<file path="config.mk">
export PLATFORM = sky130hd
export DESIGN_NAME = wb_interconnect_nx_flat
export DESIGN_NICKNAME = d
export VERILOG_FILES = /design/src/rtl/wb_interconnect_nx_if.sv /design/src/rtl/wb_interconnect_nx.sv /design/src/flat_wrapper.sv
export SDC_FILE = /design/constraint.sdc
export NUM_CORES = 1
export LEC_CHECK = 0
export CORE_AREA = 2 2 171 173
export DETAILED_ROUTE_END_ITERATION = 10
export DIE_AREA = 0 0 173 175
export SLEW_MARGIN = 20
export SYNTH_ARGS = -nofsm -noshare
export SYNTH_HDL_FRONTEND = slang
export SYNTH_SLANG_ARGS = --single-unit
export TNS_END_PERCENT = 50
</file>
<file path="constraint.sdc">
create_clock -name clk_i -period 2 [get_ports clk_i]
set_input_delay 0.4 -clock clk_i [delete_from_list [all_inputs] [get_ports clk_i]]
set_output_delay 0.4 -clock clk_i [all_outputs]
set_load 0.01 [all_outputs]
</file>
<file path="src/rtl/wb_interconnect_nx_if.sv">
// Wishbone bus bundle for wb_interconnect_nx: one master-facing side and
// flattened slave-facing vectors (slave k occupies slice k).
interface wb_interconnect_nx_if #(
  parameter int unsigned NUM_SLAVES = 4,
  parameter int unsigned SLV_AW     = 12
);
  logic [31:0]              m_wb_dat_i;
  logic [31:0]              m_wb_adr_i;
  logic [3:0]               m_wb_sel_i;
  logic                     m_wb_we_i;
  logic                     m_wb_cyc_i;
  logic                     m_wb_stb_i;
  logic [31:0]              m_wb_dat_o;
  logic                     m_wb_ack_o;
  logic                     m_wb_err_o;

  logic [NUM_SLAVES*32-1:0]     s_wb_dat_i;
  logic [NUM_SLAVES-1:0]        s_wb_ack_i;
  logic [NUM_SLAVES*32-1:0]     s_wb_dat_o;
  logic [NUM_SLAVES*SLV_AW-1:0] s_wb_adr_o;
  logic [NUM_SLAVES*4-1:0]      s_wb_sel_o;
  logic [NUM_SLAVES-1:0]        s_wb_we_o;
  logic [NUM_SLAVES-1:0]        s_wb_cyc_o;
  logic [NUM_SLAVES-1:0]        s_wb_stb_o;

  // Environment side: the bus initiator plus the attached slave devices.
  modport master (
    output m_wb_dat_i, m_wb_adr_i, m_wb_sel_i, m_wb_we_i, m_wb_cyc_i, m_wb_stb_i,
    input  m_wb_dat_o, m_wb_ack_o, m_wb_err_o,
    output s_wb_dat_i, s_wb_ack_i,
    input  s_wb_dat_o, s_wb_adr_o, s_wb_sel_o, s_wb_we_o, s_wb_cyc_o, s_wb_stb_o
  );

  // Interconnect side.
  modport slave (
    input  m_wb_dat_i, m_wb_adr_i, m_wb_sel_i, m_wb_we_i, m_wb_cyc_i, m_wb_stb_i,
    output m_wb_dat_o, m_wb_ack_o, m_wb_err_o,
    input  s_wb_dat_i, s_wb_ack_i,
    output s_wb_dat_o, s_wb_adr_o, s_wb_sel_o, s_wb_we_o, s_wb_cyc_o, s_wb_stb_o
  );
endinterface

</file>
<file path="src/rtl/wb_interconnect_nx.sv">
// Single-master to N-slave Wishbone interconnect: registered request, address
// decode on a target-id field, per-request ack timeout and one-cycle response.
module wb_interconnect_nx #(
  parameter int unsigned NUM_SLAVES = 4,
  parameter int unsigned SLV_AW     = 12,
  parameter int unsigned TID_LSB    = 12,
  parameter int unsigned TIMEOUT    = 255
) (
  input  logic                 clk_i,
  input  logic                 rst_i,
  wb_interconnect_nx_if.slave  bus,
  output logic                 busy_o
);
  localparam int unsigned TIDW = (NUM_SLAVES > 1) ? $clog2(NUM_SLAVES) : 1;
  localparam int unsigned HI   = TID_LSB + TIDW;

  typedef enum logic [1:0] {IDLE, REQ, RESP} state_t;

  state_t            state;
  logic [31:0]       dat_q;
  logic [31:0]       rdat_q;
  logic [SLV_AW-1:2] adr_q;
  logic [3:0]        sel_q;
  logic              we_q;
  logic [TIDW-1:0]   tid_q;
  logic [15:0]       cnt_q;
  logic              fail_q;
  logic              ack_q;
  logic              err_q;
  logic [31:0]       mdat_q;

  logic [TIDW-1:0]   tid;
  logic              mapped;
  logic              sel_ack;
  logic [31:0]       sel_dat;
  logic              unused_adr;

  assign unused_adr = ^bus.m_wb_adr_i;

  always_comb begin
    tid     = bus.m_wb_adr_i[HI-1:TID_LSB];
    mapped  = (32'(tid) < NUM_SLAVES) && ((bus.m_wb_adr_i >> HI) == '0);
    sel_ack = 1'b0;
    sel_dat = '0;
    for (int unsigned k = 0; k < NUM_SLAVES; k++) begin
      if (tid_q == TIDW'(k)) begin
        sel_ack = bus.s_wb_ack_i[k];
        sel_dat = bus.s_wb_dat_i[k*32 +: 32];
      end
    end
  end

  // Response pulse is registered in RESP, so it is visible while the FSM is
  // already back in IDLE and able to accept the next request.
  always_ff @(posedge clk_i) begin
    if (rst_i) begin
      state  <= IDLE;
      dat_q  <= '0;
      rdat_q <= '0;
      adr_q  <= '0;
      sel_q  <= '0;
      we_q   <= 1'b0;
      tid_q  <= '0;
      cnt_q  <= '0;
      fail_q <= 1'b0;
      ack_q  <= 1'b0;
      err_q  <= 1'b0;
      mdat_q <= '0;
    end else begin
      ack_q  <= 1'b0;
      err_q  <= 1'b0;
      mdat_q <= '0;
      case (state)
        IDLE: begin
          if (bus.m_wb_cyc_i && bus.m_wb_stb_i) begin
            dat_q  <= bus.m_wb_dat_i;
            adr_q  <= bus.m_wb_adr_i[SLV_AW-1:2];
            sel_q  <= bus.m_wb_sel_i;
            we_q   <= bus.m_wb_we_i;
            tid_q  <= tid;
            cnt_q  <= '0;
            rdat_q <= '0;
            fail_q <= !mapped;
            state  <= mapped ? REQ : RESP;
          end
        end
        REQ: begin
          if (!bus.m_wb_cyc_i) begin
            state <= IDLE;
          end else if (sel_ack) begin
            rdat_q <= sel_dat;
            fail_q <= 1'b0;
            state  <= RESP;
          end else if (cnt_q == 16'(TIMEOUT - 1)) begin
            fail_q <= 1'b1;
            state  <= RESP;
          end else begin
            cnt_q <= cnt_q + 16'd1;
          end
        end
        RESP: begin
          ack_q  <= !fail_q;
          err_q  <= fail_q;
          mdat_q <= (fail_q || we_q) ? '0 : rdat_q;
          state  <= IDLE;
        end
        default: state <= IDLE;
      endcase
    end
  end

  always_comb begin
    bus.s_wb_dat_o = '0;
    bus.s_wb_adr_o = '0;
    bus.s_wb_sel_o = '0;
    bus.s_wb_we_o  = '0;
    bus.s_wb_cyc_o = '0;
    bus.s_wb_stb_o = '0;
    for (int unsigned k = 0; k < NUM_SLAVES; k++) begin
      if (state == REQ && tid_q == TIDW'(k)) begin
        bus.s_wb_dat_o[k*32 +: 32]         = dat_q;
        bus.s_wb_adr_o[k*SLV_AW +: SLV_AW] = {adr_q, 2'b00};
        bus.s_wb_sel_o[k*4 +: 4]           = sel_q;
        bus.s_wb_we_o[k]                   = we_q;
        bus.s_wb_cyc_o[k]                  = 1'b1;
        bus.s_wb_stb_o[k]                  = 1'b1;
      end
    end
  end

  assign bus.m_wb_ack_o = ack_q;
  assign bus.m_wb_err_o = err_q;
  assign bus.m_wb_dat_o = mdat_q;
  assign busy_o         = (state != IDLE);
endmodule

</file>
<file path="src/flat_wrapper.sv">
// flat-port wrapper written by rule: the top's interface ports become plain ports
module wb_interconnect_nx_flat 
#(
  parameter int unsigned NUM_SLAVES = 4,
  parameter int unsigned SLV_AW     = 12,
  parameter int unsigned TID_LSB    = 12,
  parameter int unsigned TIMEOUT    = 255
)
  (clk_i, rst_i, busy_o, bus_m_wb_dat_i, bus_m_wb_adr_i, bus_m_wb_sel_i, bus_m_wb_we_i, bus_m_wb_cyc_i, bus_m_wb_stb_i, bus_m_wb_dat_o, bus_m_wb_ack_o, bus_m_wb_err_o, bus_s_wb_dat_i, bus_s_wb_ack_i, bus_s_wb_dat_o, bus_s_wb_adr_o, bus_s_wb_sel_o, bus_s_wb_we_o, bus_s_wb_cyc_o, bus_s_wb_stb_o);
  wb_interconnect_nx_if #(.NUM_SLAVES(NUM_SLAVES), .SLV_AW(SLV_AW)) bus_i ();
  input  logic clk_i;
  input  logic rst_i;
  output logic busy_o;
  input wire logic [$bits(bus_i.m_wb_dat_i)-1:0] bus_m_wb_dat_i;
  input wire logic [$bits(bus_i.m_wb_adr_i)-1:0] bus_m_wb_adr_i;
  input wire logic [$bits(bus_i.m_wb_sel_i)-1:0] bus_m_wb_sel_i;
  input wire logic [$bits(bus_i.m_wb_we_i)-1:0] bus_m_wb_we_i;
  input wire logic [$bits(bus_i.m_wb_cyc_i)-1:0] bus_m_wb_cyc_i;
  input wire logic [$bits(bus_i.m_wb_stb_i)-1:0] bus_m_wb_stb_i;
  output wire logic [$bits(bus_i.m_wb_dat_o)-1:0] bus_m_wb_dat_o;
  output wire logic [$bits(bus_i.m_wb_ack_o)-1:0] bus_m_wb_ack_o;
  output wire logic [$bits(bus_i.m_wb_err_o)-1:0] bus_m_wb_err_o;
  input wire logic [$bits(bus_i.s_wb_dat_i)-1:0] bus_s_wb_dat_i;
  input wire logic [$bits(bus_i.s_wb_ack_i)-1:0] bus_s_wb_ack_i;
  output wire logic [$bits(bus_i.s_wb_dat_o)-1:0] bus_s_wb_dat_o;
  output wire logic [$bits(bus_i.s_wb_adr_o)-1:0] bus_s_wb_adr_o;
  output wire logic [$bits(bus_i.s_wb_sel_o)-1:0] bus_s_wb_sel_o;
  output wire logic [$bits(bus_i.s_wb_we_o)-1:0] bus_s_wb_we_o;
  output wire logic [$bits(bus_i.s_wb_cyc_o)-1:0] bus_s_wb_cyc_o;
  output wire logic [$bits(bus_i.s_wb_stb_o)-1:0] bus_s_wb_stb_o;
  assign bus_i.m_wb_dat_i = bus_m_wb_dat_i;
  assign bus_i.m_wb_adr_i = bus_m_wb_adr_i;
  assign bus_i.m_wb_sel_i = bus_m_wb_sel_i;
  assign bus_i.m_wb_we_i = bus_m_wb_we_i;
  assign bus_i.m_wb_cyc_i = bus_m_wb_cyc_i;
  assign bus_i.m_wb_stb_i = bus_m_wb_stb_i;
  assign bus_m_wb_dat_o = bus_i.m_wb_dat_o;
  assign bus_m_wb_ack_o = bus_i.m_wb_ack_o;
  assign bus_m_wb_err_o = bus_i.m_wb_err_o;
  assign bus_i.s_wb_dat_i = bus_s_wb_dat_i;
  assign bus_i.s_wb_ack_i = bus_s_wb_ack_i;
  assign bus_s_wb_dat_o = bus_i.s_wb_dat_o;
  assign bus_s_wb_adr_o = bus_i.s_wb_adr_o;
  assign bus_s_wb_sel_o = bus_i.s_wb_sel_o;
  assign bus_s_wb_we_o = bus_i.s_wb_we_o;
  assign bus_s_wb_cyc_o = bus_i.s_wb_cyc_o;
  assign bus_s_wb_stb_o = bus_i.s_wb_stb_o;
  wb_interconnect_nx #(.NUM_SLAVES(NUM_SLAVES), .SLV_AW(SLV_AW), .TID_LSB(TID_LSB), .TIMEOUT(TIMEOUT)) u_core (.clk_i(clk_i), .rst_i(rst_i), .bus(bus_i), .busy_o(busy_o));
endmodule
</file>
* Word-level counts from Yosys, hierarchy flattened
Index checks and enable logic that the tools add are counted.
** Word-level totals
- Bits in registers :: 134
- Input port bits :: 205
- Output and inout port bits :: 239
- Logic and storage cells :: 95
** Cells by class
- Add/sub/neg operators :: 1
- Eq/ne operators :: 13
- Muxes and demuxes :: 48
- Bitwise gates (word level) :: 1
- Reduce and logical (&&, ||, !) cells :: 20
** Operator list (count)
- 32-bit two-way mux :: 11
- 16-bit two-way mux :: 4
- 32-bit one-hot mux with 2 select lines :: 1
- 12-bit two-way mux :: 4
- 32-bit zero test :: 1
- 16-bit one-hot mux with 2 select lines :: 1
- 16-bit by 1-bit adder with 16-bit output, second input constant :: 1
- 16-bit by 8-bit equality test with 1-bit output, second input constant :: 1
- 1-bit two-way mux :: 16
- 4-bit two-way mux :: 4
- 2-bit two-way mux :: 5
- 4-bit AND reduction :: 2
- 2-bit equality test, second input constant :: 3
- 2-bit != test, second input constant :: 3
- 1-bit logical AND :: 5
- 5-bit AND reduction :: 1
- 2-bit by 1-bit equality test with 1-bit output, second input constant :: 2
- 2-bit zero test :: 2
- 2-bit by 1-bit != test with 1-bit output, second input constant :: 2
- 4-bit by 2-bit != test with 1-bit output, second input constant :: 1
- 2-bit one-hot mux with 2 select lines :: 1
- 2-bit AND reduction :: 2
- 2-bit nonzero test :: 2
- 3-bit by 1-bit != test with 1-bit output, second input constant :: 1
- 6 further kinds :: 7

* Longest topological paths before layout
Gate-level depths: netlist of run 1.
- Depth after elaboration :: 8
- Gate-level depth with buffers :: 8

* Worst setup path before layout of run 1
OpenSTA, ideal clock, no wires.
- Path kind :: reg2out
- Start point :: register u_core.state[0]
- End point :: output port bus_s_wb_adr_o[14]
- Arrival time :: 1634 ps
- Data required time :: 1600 ps
- Slack :: -34 ps
- Cell stages (with the launch flop) :: 8
- Path buffers :: 3
- Cell sequence :: dfxtp_1 nor2b_1 clkbuf_1 nand2_1 nor2_1 clkbuf_1 clkbuf_1 and2_1
** Between the ends
- Word-level cells in the longest chain between the ends :: 3
** Ends and longest elaborated chain
- start: declaration :: line wb_interconnect_nx.sv:19 : state_t state;
- start signal: assignment :: line wb_interconnect_nx.sv:84 : state <= mapped ? REQ : RESP;
- 2-bit by 1-bit equality test with 1-bit output :: line wb_interconnect_nx.sv:120 : if (state == REQ && tid_q == TIDW'(k)) begin
- 1-bit logical AND :: line wb_interconnect_nx.sv:120
- 12-bit two-way mux :: line wb_interconnect_nx.sv:120
- end: declaration :: line flat_wrapper.sv:26 : output wire logic [$bits(bus_i.s_wb_adr_o)-1:0] bus_s_wb_adr_o;
Every way passes these cells.

* Final worst setup path of run 1
- Start point :: register u_core.state[0]
- End point :: output port bus_s_wb_we_o[1]
** Between the ends
- Word-level cells in the longest chain between the ends :: 3
** Ends and longest elaborated chain
- 2-bit by 1-bit equality test with 1-bit output :: line wb_interconnect_nx.sv:120
- 1-bit logical AND :: line wb_interconnect_nx.sv:120
- 1-bit two-way mux :: line wb_interconnect_nx.sv:120
- end: declaration :: line flat_wrapper.sv:28 : output wire logic [$bits(bus_i.s_wb_we_o)-1:0] bus_s_wb_we_o;
Every way passes these cells.

==> results.ini, run 1 <==
[logic_synthesis]
synth_area_leaders=dfxtp_1 (39%), and2_1 (20%), mux4_2 (11%), nand2_1 (7.6%), a21oi_1 (7.0%)
avgSynthCellArea_um2=8.34
ys_ff_latch=134
syn_inst=828
synthFlopType=dfxtp_1
ys_seq_area_share_pct=38.8
synth_top_area_cell=dfxtp_1
synthTopCellsByCount=and2_1 (220), nand2_1 (139), dfxtp_1 (134), a21oi_1 (96), clkbuf_1 (59)
synth.top_cell.area_share_pct=38.8
yosysWarnings=0
synth_cell_types=37
synthArstFlopShare_pct=0
synth_edf_count=0
syn_area_um2=6910
synth.most_common_cell=and2_1

[global_routing]
grt_pass1_wl_mm=45.6
antenna_found_initial=3
grt_max_degree=53
overflow=0
grt_usage_pct=19.6
grt_pass1_vias=7619

[die]
io_pins=444
die_y_um=175
die_w_um=173
start_util_pct=24.3
die-area_um2=30300
num_rows=62
fp.coreArea_um2=28400

[detailed_routing]
drc=0
drt-initial-drc-count=366
via_per_inst=4.53
ant_nets=0
wirelength_mm=32.3
wl_per_cell_um=19.0
drt_pass1_iterations=5
num_vias=7694

[cells_and_area]
fin_area_um2=13300
layout-drive-gt1-share_pct=36.1
syn_to_final_growth_pct=92.8
final_nets=1506

[timing]
relSlewSlack_pct=58.9
finalHoldViolCount=0
rsz0062_at_grt=yes
tns_ns=-30.82
setup_viol=199
min_period_ns=2.24
tightestPinTransition_ns=0.617
fin_ws_ns=-0.241
maxSlewViolCount=0
worst_clock_skew_ns=0.00980
finalCritPeriodShare_pct=112
maxClockFrequency_mhz=446

[placed_design]
dpl_cell_area_um2=11900
pre_cts_slack_ns=-0.497
dp_hpwl_mm=21.4
portBuffers=433
gp_congestion=0.838

[setup_path]
cp-start-kind=register
endpoint_kind=output port
crit_type=register to output port
worstPathMaxFanout=4
critPathArrivalTime_ns=1.84
worst_ep_required_time_ns=1.60

[power_and_ir_drop]
peakVddDrop_uv=484
switching_share_pct=26.3
pwr-share-clk_pct=45.6
power_density_nw_per_um2=497
power_frac_comb_pct=12.2
p_sw_uw=1740
leakage_uw=0.00545
power.internal_uw=4880
p_total_uw=6620
pwr-share-seq_pct=42.2

[run_status]
status=complete, but fails checks
violations=setup timing

[clock_tree]
cts.sinks=134
h-tree-depth=4
clock_latency_ns=0.42
cts_buffer_depth=2
ctsHoldBuffers=0
cts_tree=built
cts.clk_slew.worst_paths_ns=0.06
cts_root_buffer=clkbuf_16
cts_buffers=17

[hold_path]
hold_path.class=primary input to register

[flow_run]
drv_cap=0

registers in the layout, indices dropped and copies added (netlist names):
signal / flops
u_core.bus.m_wb_dat_o: 32
u_core.dat_q: 32
u_core.rdat_q: 32
u_core.cnt_q: 16
u_core.adr_q: 10
u_core.sel_q: 4
u_core.state: 2
u_core.tid_q: 2
u_core.bus.m_wb_ack_o: 1
u_core.bus.m_wb_err_o: 1
u_core.fail_q: 1
u_core.we_q: 1
per-layer routing:
layer | track usage (%) | routed length (µm)
met5 | 0 | 13
met2 | 34.4 | 16400
met1 | 23.4 | 13100
met3 | 5.44 | 2160
met4 | 5.47 | 573
cell families (layout without fill, tap and decap cells):
group | after synthesis | count (layout) | synth area share (%)
buffers and inverters | 81 | 558 | 5.18
multiplexers | 34 | 34 | 10.9
AO/OA/AOI/OAI | 117 | 117 | 8.90
flip-flops | 134 | 134 | 38.8
adder cells (fa/ha/maj) | 2 | 2 | 0.362
AND/OR/NAND/NOR | 459 | 459 | 35.8
other | 1 | 9 | 0.0543
cell type report:
class / instances / area (µm²)
fillers: 2787 / 15100
repair buffers: 525 / 5350
multi-input cells: 620 / 4230
flip-flops and latches: 134 / 2690
well taps: 384 / 480
clock buffers: 17 / 425
clock inverters: 15 / 136
inverters: 1 / 3.75
diodes: 1 / 2.50
power by group through the flow:
stage	sequential [µW]	clock, µW	combinational (µW)
final	2790	3020	806
after global routing	2800	3230	860
after CTS	2780	3100	810
after detailed placement	2840	0	806
after global placement	2840	0	801
after floorplan	2810	0	296
per-stage QoR:
stage	util, %	hold slack [ns]	instances
2_1_floorplan	-	0.421	835
6_report	46.9	0.380	1697
5_1_grt	46.9	0.364	1697
4_1_cts	44.7	0.362	1680
3_3_place_gp	42.0	0.435	1625
3_5_place_dp	42.0	0.439	1625
cells in the final DEF (no fill, tap or decap), types with 6 or more instances in the layout:
master and count:
clkbuf_16 29, nor2_1 7, clkbuf_2 8, o21ai_0 8, a21oi_1 96, buf_12 11
dfxtp_1 130, or3_1 12, or4_1 8, nand4_1 6, clkdlybuf4s50_1 235, nand3_1 38
nand2_1 138, buf_6 120, buf_16 8, conb_1 8, buf_4 52, buf_8 6
mux4_2 33, and2_1 116, and2_4 104, buf_2 70
worst paths after layout:
check        slack, ns         startpoint  cells after the start                        end
min reg2reg       0.45  u_core.rdat_q[22]                      1  u_core.bus.m_wb_dat_o[22]
max              -0.24    u_core.state[0]                      8           bus_s_wb_we_o[1]
min               0.38              rst_i                      3      u_core.bus.m_wb_err_o
max reg2reg      -0.14    u_core.tid_q[1]                      7           u_core.cnt_q[11]
worst max-delay path, stage by stage (launching register included):
cell,delay [ns]
dfxtp_4,0.36
nor2b_4,0.17
nand2_2,0.08
nor2_4,0.16
buf_6,0.13
buf_12,0.13
clkbuf_16,0.16
and2_4,0.14
buf_6,0.09
what timing repair did:
| action | 4_1_cts | 5_1_grt |
|---|---|---|
| setup endpoints to repair | 210 | 239 |
| endpoints found under the hold margin | 0 | 0 |
| resized for setup | 637 | 418 |
| pin swaps | 3 | 5 |
| setup buffers | 13 | 8 |
| gates cloned | 10 | 13 |
Note: power is estimated with default switching activity, not from simulation.
==> run 2, diff against run 1 <==
Settings changed: CORE_AREA 2 2 171 173 to 5 5 169 171, CTS_CLUSTER_DIAMETER from default to 200, DIE_AREA 0 0 173 175 to 0 0 174 176.
==> run 2 against run 1 <==
- the flow still finishes with violations (setup timing)
- clock power grew 3%
- cell count decreased by 2.1%
- largest power group unchanged
- hold slack worse by 0.15 ns
- critical path depth is 1 lower
- core utilization grew 4.4 points
==> results.ini, run 2 (synthesis results as in run 1) <==
[setup_path]
cpPeakStageDelay_ns=0.33  ; -0.03 ns
endpoint_kind=output port
crit_type=register to output port
worst-path-buf-inv=4  ; unchanged
path_cells=nand2b_4 > nor3b_4 > buf_12 > buf_16 > buf_6 > and2_4 > buf_6
cpMaxStageDelayCell=dfxtp_2
crit_top_cell=buf_6
cp_top_family=buffers and inverters
reg2reg_depth=6  ; -1
worstPathMaxFanout=7  ; +3
cp-start-kind=register
critPathArrivalTime_ns=1.79  ; -0.05 ns
worst_ep_required_time_ns=1.60  ; about the same
cp.depth=7  ; -1

[cells_and_area]
n_fill_cell=2515  ; -9.8%
final_cell_mix=clkdlybuf4s50_1 (235), buf_6 (150), nand2_1 (136)
fin_area_um2=13700  ; +3.0%
multi_input_area_um2=4380  ; +3.6%
regArea_um2=2690  ; about the same
final_nets=1515  ; +0.60%
final_common_cell=clkdlybuf4s50_1
syn_to_final_growth_pct=98.6
diodes=0  ; -1
layout-drive-gt1-share_pct=40.0  ; +3.9 points

[placed_design]
dpl_cell_area_um2=11900  ; -0.20%
gp_congestion=0.789  ; -5.9%
dp_hpwl_mm=22.8  ; +6.2%
portBuffers=433  ; unchanged

[detailed_routing]
drt-initial-drc-count=444  ; +21%
wl_per_cell_um=20.5  ; +7.7%
ant_nets=0  ; unchanged
wirelength_mm=34.1  ; +5.5%
drc=0  ; unchanged
via_per_inst=4.69  ; +3.4%
num_vias=7790  ; +1.2%
drt_pass1_iterations=4  ; -1

[timing]
fin_ws_ns=-0.187  ; +0.0536 ns
finalCritPeriodShare_pct=109  ; -2.7 points
maxClockFrequency_mhz=457  ; +2.5%
rsz0062_at_grt=yes
finalHoldViolCount=0  ; unchanged
maxSlewViolCount=0  ; unchanged
min_period_ns=2.19  ; -0.0536 ns
worst_clock_skew_ns=0.00849  ; -0.00132 ns
setup_viol=199  ; unchanged

[power_and_ir_drop]
peakVddDrop_uv=424  ; -13%
leakage_uw=0.00559  ; +2.4%
p_total_uw=6720  ; +1.5%
power_density_nw_per_um2=490  ; -1.5%

[clock_tree]
ctsHoldBuffers=0  ; unchanged
cts_root_buffer=clkbuf_16
cts_buffer_depth=2  ; unchanged
cts_tree=built
cts.sinks=134  ; unchanged
cts_buffers=17  ; unchanged
h-tree-depth=4  ; unchanged
cts.clk_slew.worst_paths_ns=0.06  ; about the same
clock_latency_ns=0.42  ; about the same

[global_routing]
grt_busiest_layer=met2
grt_pass1_vias=7810  ; +2.5%
overflow=0  ; unchanged
grt_usage_pct=20.3  ; +0.75 points
grt_pass1_wl_mm=47.9  ; +4.9%
use_met1_pct=24.0  ; +0.59 points
grt_max_degree=83  ; +57%
gr-usage-met3_pct=6.36  ; +0.92 points
use_met2_pct=35.9  ; +1.5 points
antenna_found_initial=2  ; -1

[flow_run]
drv_cap=0  ; unchanged

[hold_path]
min_delay_path_depth=2  ; -1
hold_path.class=primary input to register

[run_status]
violations=setup timing
status=complete, but fails checks

[die]
die-area_um2=30600  ; +1.2%
io_pins=444  ; unchanged
die_w_um=174  ; +0.58%
num_rows=60  ; -3.2%
start_util_pct=25.8  ; +1.5 points
die_y_um=176  ; +0.57%
fp.coreArea_um2=26700  ; -5.9%

==> run 2: timing repair <==
| action | in CTS | in global routing |
|---|---|---|
| endpoints found under the setup margin | 214 | 226 |
| pin swaps | 12 | 22 |
| cloned | 13 | 12 |
| gates resized for setup | 827 | 326 |
| setup buffers | 17 | 9 |
==> run 2: routing by layer <==
| layer | wire length, µm | vias up |
|---|---|---|
| met5 | 24 | - |
| met4 | 683 | 4 |
| met3 | 2650 | 47 |
| met2 | 17200 | 314 |
| met1 | 13500 | 3694 |
| li1 | - | 3731 |
==> run 2: final timing paths <==
path / start / endpoint / slack [ns]
worst max-delay path: u_core.state[1] / bus_s_wb_dat_o[67] / -0.19
worst min-delay path: rst_i / u_core.tid_q[0] / 0.23
worst max register to register: u_core.tid_q[0] / u_core.cnt_q[10] / -0.05
worst min register to register: u_core.rdat_q[26] / u_core.bus.m_wb_dat_o[26] / 0.45
==> run 2: area by class of cell <==
cell class / instances / share of cell area, %
Sequential cell: 134 / 19.6
Timing Repair Buffer: 534 / 41.0
Multi-Input combinational cell: 620 / 31.9
Tap cell: 341 / 3.11
Inverter: 1 / 0.0274
Clock inverter: 13 / 0.985
Clock buffer: 19 / 3.30
==> run 2: stage by stage <==
step / TNS [ns] / cells / hold slack (ns) / setup WS (ns) / util (%)
2_1_floorplan: 0 / 835 / 0.421 / 0.0538 / -
4_1_cts: -39.13 / 1646 / 0.208 / -0.256 / 47.8
6_report: -22.12 / 1662 / 0.231 / -0.187 / 51.3
5_1_grt: -37.92 / 1662 / 0.223 / -0.274 / 51.3
3_3_place_gp: -33.84 / 1585 / 0.433 / -0.407 / 44.5
3_5_place_dp: -36.57 / 1585 / 0.439 / -0.419 / 44.5
==> run 2: power by group <==
group          switching [µW]  total (µW)  internal, µW
Combinational             290         814           524
Clock                    1300        3110          1810
Sequential               76.3        2790          2720
Total                    1660        6720          5060
